--- src/rtl/mem_arbiter.sv ---
// Shared single-port RAM arbiter between instruction fetch and MEM-stage loads/stores.
// MEM has priority; each grant waits for ram_ack or aborts after ACK_TIMEOUT cycles.
module mem_arbiter #(
  parameter int ACK_TIMEOUT = 16
) (
  input  logic        clk,
  input  logic        rst,
  input  logic        if_req,
  input  logic [31:0] if_addr,
  output logic [31:0] if_rdata,
  output logic        if_done,
  input  logic        flush,
  input  logic        mem_req,
  input  logic        mem_we,
  input  logic [31:0] mem_addr,
  input  logic [31:0] mem_wdata,
  input  logic [3:0]  mem_sel,
  output logic [31:0] mem_rdata,
  output logic        mem_done,
  output logic        ram_ce,
  output logic        ram_we,
  output logic [31:0] ram_addr,
  output logic [31:0] ram_wdata,
  output logic [3:0]  ram_sel,
  input  logic [31:0] ram_rdata,
  input  logic        ram_ack,
  output logic [5:0]  stall,
  output logic        err
);

  localparam int CW = $clog2(ACK_TIMEOUT + 1);

  typedef enum logic [1:0] {IDLE, IF_WAIT, MEM_WAIT} state_t;

  state_t        state_q, state_d;
  logic          ram_ce_q, ram_ce_d, ram_we_q, ram_we_d;
  logic [31:0]   ram_addr_q, ram_addr_d, ram_wdata_q, ram_wdata_d;
  logic [3:0]    ram_sel_q, ram_sel_d;
  logic [31:0]   if_rdata_q, if_rdata_d, mem_rdata_q, mem_rdata_d;
  logic          if_done_q, if_done_d, mem_done_q, mem_done_d;
  logic          err_q, err_d, discard_q, discard_d;
  logic [CW-1:0] cnt_q, cnt_d;
  logic          fin, drop;
  logic [31:0]   rdv;

  always_comb begin
    state_d     = state_q;
    ram_ce_d    = ram_ce_q;
    ram_we_d    = ram_we_q;
    ram_addr_d  = ram_addr_q;
    ram_wdata_d = ram_wdata_q;
    ram_sel_d   = ram_sel_q;
    if_rdata_d  = if_rdata_q;
    mem_rdata_d = mem_rdata_q;
    if_done_d   = 1'b0;
    mem_done_d  = 1'b0;
    err_d       = err_q;
    discard_d   = discard_q;
    cnt_d       = cnt_q;
    fin         = 1'b0;
    drop        = 1'b0;
    rdv         = '0;
    case (state_q)
      IDLE: begin
        discard_d = 1'b0;
        // A done pulse still on the outputs forces one turnaround cycle.
        if (!if_done_q && !mem_done_q) begin
          if (mem_req) begin
            state_d     = MEM_WAIT;
            ram_ce_d    = 1'b1;
            ram_we_d    = mem_we;
            ram_addr_d  = mem_addr;
            ram_wdata_d = mem_wdata;
            ram_sel_d   = mem_sel;
            cnt_d       = '0;
          end else if (if_req && !flush) begin
            state_d     = IF_WAIT;
            ram_ce_d    = 1'b1;
            ram_we_d    = 1'b0;
            ram_addr_d  = if_addr;
            ram_wdata_d = '0;
            ram_sel_d   = 4'hF;
            cnt_d       = '0;
          end
        end
      end
      IF_WAIT, MEM_WAIT: begin
        fin  = ram_ack || (cnt_q == CW'(ACK_TIMEOUT - 1));
        drop = (state_q == IF_WAIT) && (discard_q || flush);
        rdv  = ram_ack ? ram_rdata : 32'h0;
        if (state_q == IF_WAIT && flush) discard_d = 1'b1;
        if (fin) begin
          state_d   = IDLE;
          ram_ce_d  = 1'b0;
          ram_we_d  = 1'b0;
          discard_d = 1'b0;
          err_d     = err_q | ~ram_ack;
          if (state_q == MEM_WAIT) begin
            mem_rdata_d = rdv;
            mem_done_d  = 1'b1;
          end else if (!drop) begin
            if_rdata_d = rdv;
            if_done_d  = 1'b1;
          end
        end else begin
          cnt_d = cnt_q + CW'(1);
        end
      end
      default: state_d = IDLE;
    endcase
  end

  always_ff @(posedge clk or posedge rst) begin
    if (rst) begin
      state_q     <= IDLE;
      ram_ce_q    <= 1'b0;
      ram_we_q    <= 1'b0;
      ram_addr_q  <= '0;
      ram_wdata_q <= '0;
      ram_sel_q   <= '0;
      if_rdata_q  <= '0;
      mem_rdata_q <= '0;
      if_done_q   <= 1'b0;
      mem_done_q  <= 1'b0;
      err_q       <= 1'b0;
      discard_q   <= 1'b0;
      cnt_q       <= '0;
    end else begin
      state_q     <= state_d;
      ram_ce_q    <= ram_ce_d;
      ram_we_q    <= ram_we_d;
      ram_addr_q  <= ram_addr_d;
      ram_wdata_q <= ram_wdata_d;
      ram_sel_q   <= ram_sel_d;
      if_rdata_q  <= if_rdata_d;
      mem_rdata_q <= mem_rdata_d;
      if_done_q   <= if_done_d;
      mem_done_q  <= mem_done_d;
      err_q       <= err_d;
      discard_q   <= discard_d;
      cnt_q       <= cnt_d;
    end
  end

  always_comb begin
    if (mem_req && !mem_done_q)                stall = 6'b011111;
    else if (if_req && !if_done_q && !flush)   stall = 6'b000011;
    else                                       stall = 6'b000000;
  end

  assign ram_ce    = ram_ce_q;
  assign ram_we    = ram_we_q;
  assign ram_addr  = ram_addr_q;
  assign ram_wdata = ram_wdata_q;
  assign ram_sel   = ram_sel_q;
  assign if_rdata  = if_rdata_q;
  assign mem_rdata = mem_rdata_q;
  assign if_done   = if_done_q;
  assign mem_done  = mem_done_q;
  assign err       = err_q;

endmodule

--- config.mk ---
export PLATFORM = sky130hd
export DESIGN_NAME = mem_arbiter
export DESIGN_NICKNAME = d
export VERILOG_FILES = /design/src/rtl/mem_arbiter.sv
export SDC_FILE = /design/constraint.sdc
export NUM_CORES = 1
export LEC_CHECK = 0
export ABC_AREA = 1
export BUFFER_PORTS_ARGS = -buffer_cell sky130_fd_sc_hd__buf_2
export CORE_UTILIZATION = 52
export CTS_CLUSTER_DIAMETER = 40
export DETAILED_ROUTE_END_ITERATION = 7
export PLACE_DENSITY = 0.87
export SLEW_MARGIN = 20
export SYNTH_ARGS = -nofsm -noshare
export SYNTH_HDL_FRONTEND = slang
export SYNTH_SLANG_ARGS = --single-unit
--- constraint.sdc ---
create_clock -name clk -period 10.15 [get_ports clk]
set_input_delay 0.5075 -clock clk [delete_from_list [all_inputs] [get_ports clk]]
set_output_delay 0.5075 -clock clk [all_outputs]
set_load 0.1 [all_outputs]
# [Word level (Yosys, flattened, before mapping)]
# Cells that the tools add are included.
[word_totals] ff_bits=145 in_bits=139 out_inout_bits=143 word_cells=88
[classes] addsub=1 eq_ne=8 n_mux=38 n_bitwise=4 reduce_logical=24
[ops] cell="two-way mux 32 bit" count=5
[ops] cell="two-way mux 5 bit" count=5
[ops] cell="two-way mux 1 bit" count=16
[ops] cell="AND reduction 4 bit" count=3
[ops] cell="two-way mux 2 bit" count=5
[ops] cell="one-hot mux 5 bit (2 select lines)" count=1
[ops] cell="AND reduction 3 bit" count=3
[ops] cell="two-way mux 4 bit" count=2
[ops] cell="logical AND 1 bit" count=7
[ops] cell="inequality test 2 bit, second input constant" count=3
[ops] cell="inequality test 3 bit, second input constant" count=2
[ops] cell="one-hot mux 1 bit (2 select lines)" count=3
[ops] cell="adder 5 x 1 -> 5 bit, second input constant" count=1
[ops] cell="== test 5 x 4 -> 1 bit, second input constant" count=1
[ops] cell="one-hot mux 2 bit (2 select lines)" count=1
[ops] cell="AND reduction 2 bit" count=2
[ops] cell="nonzero test 2 bit" count=2
[ops] cell="zero test 1 bit" count=3
[ops] cell="NOT 1 bit" count=3
[ops] cell="== test 2 x 1 -> 1 bit, second input constant" count=1
[ops] cell="== test 2 bit, second input constant" count=1
[ops] cell="zero test 2 bit" count=1
[ops] cell="logical OR 1 bit" count=2
[ops] cell="OR reduction 2 bit" count=1
[ops] cell="bitwise OR 1 bit" count=1

# [Longest topological paths before layout]
# Gate-level depths: netlist of the first run.
[logic_depth] ltp_word=6 ltp_mapped=11

# [Worst setup path before layout of the first run]
# Ideal clock, no wire load.
[synth_timing] kind="register -> output" startpoint="register if_done_q (netlist: if_done)" endpoint="output port stall[1]" arrival_time_ns=2.946 required_time_ns=9.643 path_slack_ns=6.697 stages_incl_launch_ff=3 path_buffers=1 path_cell_list="dfrtp_1 > o22ai_1 > buf_4"
[synth_between] elab_chain_cells=5
[synth_rtl] item="start: declaration" line_no="40" text="logic if_done_q, if_done_d, mem_done_q, mem_done_d;"
[synth_rtl] item="start signal: assignment" line_no="137" text="if_done_q <= if_done_d;"
[synth_rtl] item="zero test 1 bit" line_no="147" text="else if (if_req && !if_done_q && !flush) stall = 6'b000011;"
[synth_rtl] item="logical AND 1 bit (2 in series)" line_no="147"
[synth_rtl] item="two-way mux 2 bit" line_no="147"
[synth_rtl] item="two-way mux 5 bit" line_no="146" text="if (mem_req && !mem_done_q) stall = 6'b011111;"
[synth_rtl] item="end: declaration" line_no="27" text="output logic [5:0] stall,"
# Every way passes these cells.

# [Worst setup path after layout of the first run]
[layout_timing] startpoint="input port mem_req" endpoint="output port stall[0]"
[layout_between] elab_chain_cells=2
[layout_rtl] item="start: declaration" line_no="13" text="input logic mem_req,"
[layout_rtl] item="logical AND 1 bit" line_no="146"
[layout_rtl] item="two-way mux 5 bit" line_no="146"
# Every way passes these cells.

==> results.tsv, run 1 <==
stage	metric	value	unit
outcome	status	completed	
critical_path	critPathLaunchType	primary input	
cells_and_area	nets	1210	
die	die_x	116	µm
synthesis	syn_inst	810	
synthesis	syn-cell-area	0.00677	mm²
sta	fin_skew	7.78	ps
detailed_routing	drc_errors	0	
clock_network	ctsHoldBuffers	0	
die	io_pins	282	
clock_network	clock_latency	420	ps
critical_path	r2r-end	if_rdata[10]$_DFFE_PP0P_	
sta	maxSlewHeadroom	0.322	
cells_and_area	drive_above_1_share	0.358	
detailed_routing	first_pass_iters	4	
synthesis	syn_nets	954	
sta	worstMarginPinSlew	1020	ps
sta	period_needed	2760	ps
synthesis	synth_top_cells_by_area	dfrtp_1, nand2_1, o21ai_2	
critical_path	arrival	2250	ps
clock_network	htree_levels	4	
clock_network	cts_resized	0	
die	start_util	0.534	
cells_and_area	multi_input_comb_area	0.00258	mm²
detailed_routing	wl	17.2	mm
global_routing	grt_usage	0.257	
critical_path	end_kind	output port	
critical_path	reg2regPathDepth	8	
clock_network	cts.sinks	145	
cells_and_area	fillCellCount	1029	
place	io_buffers	280	
synthesis	synth_edf_count	0	
detailed_routing	drt_iter0_drc	306	
synthesis	synth_cell_types	30	
clock_network	path_clk_slew	60	ps
run	max_cap_violations	0	
clock_network	cts-buffers-inserted	17	
place	detailed_place_hpwl	12.0	mm
global_routing	gr-total-overflow	0	
die	coreArea	0.0127	mm²
critical_path	path_cells	buf_2 > inv_4 > o22ai_1 > buf_2	
detailed_routing	wl_per_cell	13.7	µm
sta	setup_viol	0	
sta	min_period_over_period	0.272	
global_routing	grt_pass1_vias	5406	
critical_path	reg2reg_from	cnt_q[0]$_DFFE_PP0P_	
synthesis	yosysWarnings	0	
critical_path	worstPathRequired	9640	ps
synthesis	synth_top_area_frac	0.536	
place	place_congestion	0.808	
sta	max_freq	0.362	GHz
cells_and_area	regArea	0.00363	mm²
synthesis	syn_area_per_cell	8.36	µm²
clock_network	clockBufferDepth	2	
synthesis	synth-main-ff-cell	dfrtp_1	
clock_network	cts_tree	built	
global_routing	grt_start_max_net_pins	79	
critical_path	cp_common_cell	buf_2	
sta	hold_slack	175	ps
die	dieArea	0.0135	mm²
sta	rsz0062_at_grt	false	
critical_path	crit_path_max_incr_delay	500	ps
cells_and_area	final_common_cell	nand2_1	
sta	tns	0	ps
cells_and_area	area_delta_synth_final	27.7	%
sta	final_hold_viol_count	0	
detailed_routing	via_per_inst	4.80	
critical_path	r2r_setup_slack	7770	ps
detailed_routing	final_antenna_net_count	0	
synthesis	async_reset_ff_frac	1.00	
synthesis	ys_seq_area_frac	0.536	
cells_and_area	layout_common_cells	nand2_1, buf_2, dfrtp_1, inv_1, o21ai_0	
detailed_routing	vias	6010	
synthesis	ys_seq_elements	145	
min_path	hp-class	in -> async	
synthesis	yosys.area.top_type	dfrtp_1	
clock_network	cts-root-buf	clkbuf_16	
global_routing	grt_pass1_wl	26.0	mm
critical_path	slowest_stage	buf_2	
sta	drv_slew	0	
clock_network	cts_setup_buffers	0	
critical_path	crit_type	in -> out	
critical_path	worstPathMaxFanout	41	
die	row_count	41	
global_routing	antenna_found_initial	1	
die	die_h	116	µm
## cell type report
class	count	share of cell area
Antenna cell	1	0.000290
Sequential cell	145	0.420
Clock buffer	27	0.0582
Inverter	46	0.0211
Multi-Input combinational cell	572	0.299
Tap cell	172	0.0249
Clock inverter	5	0.00869
Timing Repair Buffer	284	0.168
## routing by layer
layer	up-vias	global-route usage	routed length, µm
li1	2977	-	-
met1	2751	0.302	6900
met2	246	0.412	8120
met3	36	0.103	1600
met4	0	0.124	531
met5	-	0	0
## registers in the layout, summed over array words and instances, names as in the netlist
register	flops
if_rdata	32
mem_rdata	32
ram_addr	32
ram_wdata	32
cnt_q	5
ram_sel	4
state_q	2
discard_q	1
err	1
if_done	1
mem_done	1
ram_ce	1
ram_we	1
## critical path: cells and delay by family
family                 cells  cell delay, ps
buffers and inverters      3            1330
AO/OA/AOI/OAI              1             400
## Yosys cell counts, types with 2 or more instances
cell type  number
buf_6           6
a21oi_1         3
o21ai_1         4
nor2_4          3
inv_1          43
buf_4          17
dfrtp_1       145
nand3_1         4
clkbuf_1        5
buf_2          13
nand2_1       432
o21ai_2        32
nand2_4         3
nor2_2          2
inv_4           2
buf_12          5
ha_1            5
nor2_1         13
nand2_2        29
o21ai_0        34
## worst max-delay path by stage
stage                  from                   end  slack, ps  cells after the start
finish              mem_req              stall[0]       7390                      4
global route        mem_req              stall[1]       7280                      4
CTS                 mem_req              stall[0]       7430                      4
detailed placement  mem_req              stall[0]       7430                      4
global placement    mem_req              stall[0]       7440                      4
floorplan               rst  cnt_q[0]$_DFFE_PP0P_       5750                      1
## logic make-up (layout without fill, tap and decap cells)
kind of cell	count (synthesis)	in the layout	synth area share
and+or+nand+nor	489	489	0.294
DFF	145	145	0.536
buffers and inverters	93	362	0.0830
AOI/OAI and AO/OA	77	77	0.0771
adders and majority gates	5	5	0.00924
other	1	2	0.000554
## per-stage QoR
| step | util | setup WS [ps] | cell area [µm²] | cells |
|---|---|---|---|---|
| 2_1_floorplan | - | 5750 | 6770 | 810 |
| 3_3_place_gp | 0.634 | 7440 | 8030 | 1218 |
| 3_5_place_dp | 0.634 | 7430 | 8030 | 1218 |
| 4_1_cts | 0.680 | 7430 | 8610 | 1250 |
| 5_1_grt | 0.682 | 7280 | 8640 | 1251 |
| 6_report | 0.682 | 7390 | 8640 | 1252 |
Power of run 1 is not shown: default switching activity piles up to over one toggle a cycle in this logic, so the estimate is an artifact.
==> run 2: changes to the inputs <==
- CORE_UTILIZATION: 52 -> 44
- PLACE_DENSITY: 0.87 -> 0.78
- clock period: 10.15 -> 2.4 ns (I/O delays scaled with it)
==> results.tsv, run 2 (synthesis results as in run 1) <==
stage	metric	value	unit
run	max_cap_violations	0	
place	detailed_place_hpwl	12.3	mm
global_routing	grt_pass1_wl	33.5	mm
sta	setup_viol	0	
critical_path	worstPathRequired	2760	ps
die	start_util	0.459	
clock_network	cts-buffers-inserted	17	
cells_and_area	layout_common_cells	nand2_1, buf_2, dfrtp_1, dlygate4sd3_1, inv_1	
sta	drv_slew	0	
detailed_routing	vias	6646	
global_routing	grt_pass1_vias	6705	
sta	fin_skew	12.4	ps
sta	final_hold_viol_count	0	
die	dieArea	0.0159	mm²
sta	rsz0062_at_grt	false	
clock_network	htree_levels	4	
sta	min_period_over_period	0.893	
clock_network	clock_latency	430	ps
clock_network	clockBufferDepth	2	
cells_and_area	area_delta_synth_final	45.1	%
global_routing	grt_usage	0.270	
global_routing	antenna_found_initial	1	
detailed_routing	drt_iter0_drc	453	
detailed_routing	via_per_inst	4.82	
clock_network	cts_tree	built	
min_path	hp-class	in -> reg	
critical_path	arrival	2510	ps
place	io_buffers	280	
die	io_pins	282	
detailed_routing	first_pass_iters	5	
die	die_h	126	µm
detailed_routing	wl	20.7	mm
critical_path	worstPathMaxFanout	33	
detailed_routing	wl_per_cell	15.0	µm
die	row_count	44	
critical_path	end_kind	register	
die	coreArea	0.0148	mm²
place	place_congestion	0.797	
detailed_routing	drc_errors	0	
clock_network	cts_setup_buffers	0	
cells_and_area	drive_above_1_share	0.333	
clock_network	cts-root-buf	clkbuf_16	
critical_path	crit_type	reg -> reg	
critical_path	critPathLaunchType	register	
die	die_x	126	µm
global_routing	grt_start_max_net_pins	146	
outcome	status	completed	
sta	period_needed	2140	ps
sta	worstMarginPinSlew	830	ps
detailed_routing	final_antenna_net_count	0	
clock_network	cts.sinks	145	
sta	maxSlewHeadroom	0.447	
cells_and_area	nets	1325	
global_routing	gr-total-overflow	0	
cells_and_area	final_common_cell	nand2_1	
sta	tns	0	ps
sta	max_freq	0.466	GHz
clock_network	path_clk_slew	70	ps
-- run 2: layout make-up --
type	instances	area, µm²
Timing Repair Buffer	399	2610
Sequential cell	145	3630
Antenna cell	1	2.50
Clock buffer	17	425
Tap cell	184	230
Inverter	46	181
Multi-Input combinational cell	572	2590
Clock inverter	15	148
Fill cell	1090	4940
-- run 2: metal layers --
metal  up-vias  routed length (µm)  part of all wire  global-route usage
met5         -                   0                 0                   0
met4         0                 797             0.039               0.139
met3        59                1770             0.086              0.0854
met2       303               10000              0.49               0.459
met1      3083                8060              0.39               0.305
li1       3201                   -                 -                   -
-- run 2: timing repair --
item                                   in CTS  in global routing
endpoints found under the hold margin     237                  0
hold buffers                              111                  0
resized for setup                           0                  0
-- run 2: final timing paths --
kind | start | endpoint | slack [ps] | cells past startpoint
worst max-delay path | cnt_q[0]$_DFFE_PP0P_ | if_rdata[29]$_DFFE_PP0P_ | 260 | 8
worst min-delay path | if_addr[11] | ram_addr[11]$_DFFE_PP0P_ | 4 | 5
worst max register to register | cnt_q[0]$_DFFE_PP0P_ | if_rdata[29]$_DFFE_PP0P_ | 260 | 8
worst min register to register | ram_ce$_DFFE_PP0P_ | ram_ce$_DFFE_PP0P_ | 460 | 2
max in group asynchronous | rst | if_rdata[23]$_DFFE_PP0P_ | 1300 | 4
min in group asynchronous | rst | mem_rdata[11]$_DFFE_PP0P_ | 420 | 4
-- run 2: per-stage QoR --
step | cells | cell area [µm²] | util | hold slack, ps | setup WS [ps]
finish | 1379 | 9820 | 0.665 | 4.43 | 256
global route | 1379 | 9820 | 0.665 | 7.92 | 66.1
CTS | 1378 | 9810 | 0.665 | 0.153 | 240
detailed placement | 1235 | 8130 | 0.551 | 318 | 255
global placement | 1235 | 8130 | 0.551 | 315 | 412
floorplan | 810 | 6780 | - | 230 | 12.4
-- run 2: worst max-delay path: stages (launching register included) --
cell and delay [ps]:
dfrtp_1 400, ha_1 200, nand2_1 60, nor2_1 110, ha_1 270, o21ai_4 150, nor2_4 630, nand2_1 130
nand2_1 100
Power of run 2 is left out for the same reason.
==> run 3: changes to the inputs <==
- REMOVE_ABC_BUFFERS: default -> 1
- SKIP_CTS_REPAIR_TIMING: default -> 1
==> results.tsv, run 3 (synthesis results as in run 1) <==
stage	metric	value	unit
outcome	status	complete, but fails checks	
outcome	violations	hold timing	
global_routing	antenna_found_initial	4	
sta	fin_skew	13.4	ps
critical_path	crit_type	reg -> reg	
cells_and_area	multi_input_comb_area	0.00258	mm²
sta	final_hold_viol_count	19	
clock_network	cts-root-buf	clkbuf_16	
critical_path	worstPathRequired	2770	ps
critical_path	worstPathMaxFanout	33	
sta	min_period_over_period	0.896	
detailed_routing	first_pass_iters	5	
cells_and_area	layout_common_cells	nand2_1, buf_2, dfrtp_1, dlygate4sd3_1, inv_1	
detailed_routing	drt_iter0_drc	472	
die	coreArea	0.0148	mm²
critical_path	critPathLaunchType	register	
critical_path	arrival	2510	ps
sta	max_freq	0.465	GHz
die	io_pins	282	
cells_and_area	fillCellCount	1169	
clock_network	htree_levels	4	
cells_and_area	nets	1281	
sta	maxSlewHeadroom	0.473	
cells_and_area	final_cells	1337	
die	row_count	44	
cells_and_area	area_delta_synth_final	39.9	%
place	place_congestion	0.782	
clock_network	clock_latency	430	ps
global_routing	grt_pass1_wl	28.4	mm
detailed_routing	final_antenna_net_count	0	
critical_path	end_kind	register	
place	io_buffers	280	
clock_network	cts-buffers-inserted	17	
die	dieArea	0.0159	mm²
detailed_routing	wl_per_cell	15.3	µm
detailed_routing	vias	6437	
detailed_routing	wl	20.5	mm
place	detailed_place_hpwl	12.8	mm
cells_and_area	drive_above_1_share	0.346	
sta	worstMarginPinSlew	789	ps
sta	tns	0	ps
clock_network	cts.sinks	145	
global_routing	gr-total-overflow	0	
sta	drv_slew	0	
clock_network	clockBufferDepth	2	
die	start_util	0.459	
global_routing	grt_usage	0.231	
cells_and_area	regArea	0.00363	mm²
detailed_routing	drc_errors	0	
min_path	hp-class	in -> reg	
die	die_x	126	µm
die	die_h	126	µm
sta	hold_slack	-14.1	ps
global_routing	grt_start_max_net_pins	73	
cells_and_area	final_common_cell	nand2_1	
sta	period_needed	2150	ps
detailed_routing	via_per_inst	4.81	
clock_network	cts_tree	built	
run	max_cap_violations	0	
sta	rsz0062_at_grt	false	
clock_network	path_clk_slew	60	ps
place	dp.cells	1237	
sta	setup_viol	0	
global_routing	grt_pass1_vias	5642	
[run 3: metrics by stage]
| stage | cell area [µm²] | utilization | setup WS (ps) |
|---|---|---|---|
| final | 9470 | 0.642 | 250 |
| after global routing | 9470 | 0.642 | 28.4 |
| after CTS | 8810 | 0.597 | 247 |
| after detailed placement | 8150 | 0.552 | 252 |
| after global placement | 8150 | 0.552 | 364 |
| after floorplan | 6380 | - | -2340 |
[run 3: final cells by class]
cell class | instances | share of cell area
Sequential cell | 145 | 0.383
Multi-Input combinational cell | 572 | 0.273
Timing Repair Buffer | 355 | 0.230
Clock buffer | 19 | 0.0478
Tap cell | 184 | 0.0243
Clock inverter | 13 | 0.0219
Inverter | 46 | 0.0193
Antenna cell | 3 | 0.000793
[run 3: routing by layer]
layer | vias to the layer above | GRT usage | share of wire
met5 | - | 0 | 0.00049
met4 | 2 | 0.0850 | 0.035
met3 | 64 | 0.0854 | 0.087
met2 | 319 | 0.391 | 0.49
met1 | 2930 | 0.268 | 0.39
li1 | 3122 | - | -
[run 3: worst paths after layout]
kind                       slack (ps)                     start                   endpoint  cells past startpoint
setup / recovery                  250    state_q[0]$_DFFE_PP0P_   if_rdata[13]$_DFFE_PP0P_                      6
hold / removal                    -10               if_addr[27]   ram_addr[27]$_DFFE_PP0P_                      5
setup reg to reg                  250    state_q[0]$_DFFE_PP0P_   if_rdata[13]$_DFFE_PP0P_                      6
hold reg to reg                   470  ram_addr[12]$_DFFE_PP0P_   ram_addr[12]$_DFFE_PP0P_                      2
max in group asynchronous        1410                       rst  ram_wdata[22]$_DFFE_PP0P_                      4
min in group asynchronous         310                       rst  mem_rdata[20]$_DFFE_PP0P_                      3
[run 3: worst max-delay path, stage by stage, from the launching register on]
cell and delay, ps:
dfrtp_1 380, inv_1 80, ha_1 510, o21ai_4 200, nor2_4 660, nand2_1 130, nand2_1 100
Power of run 3 is left out for the same reason.
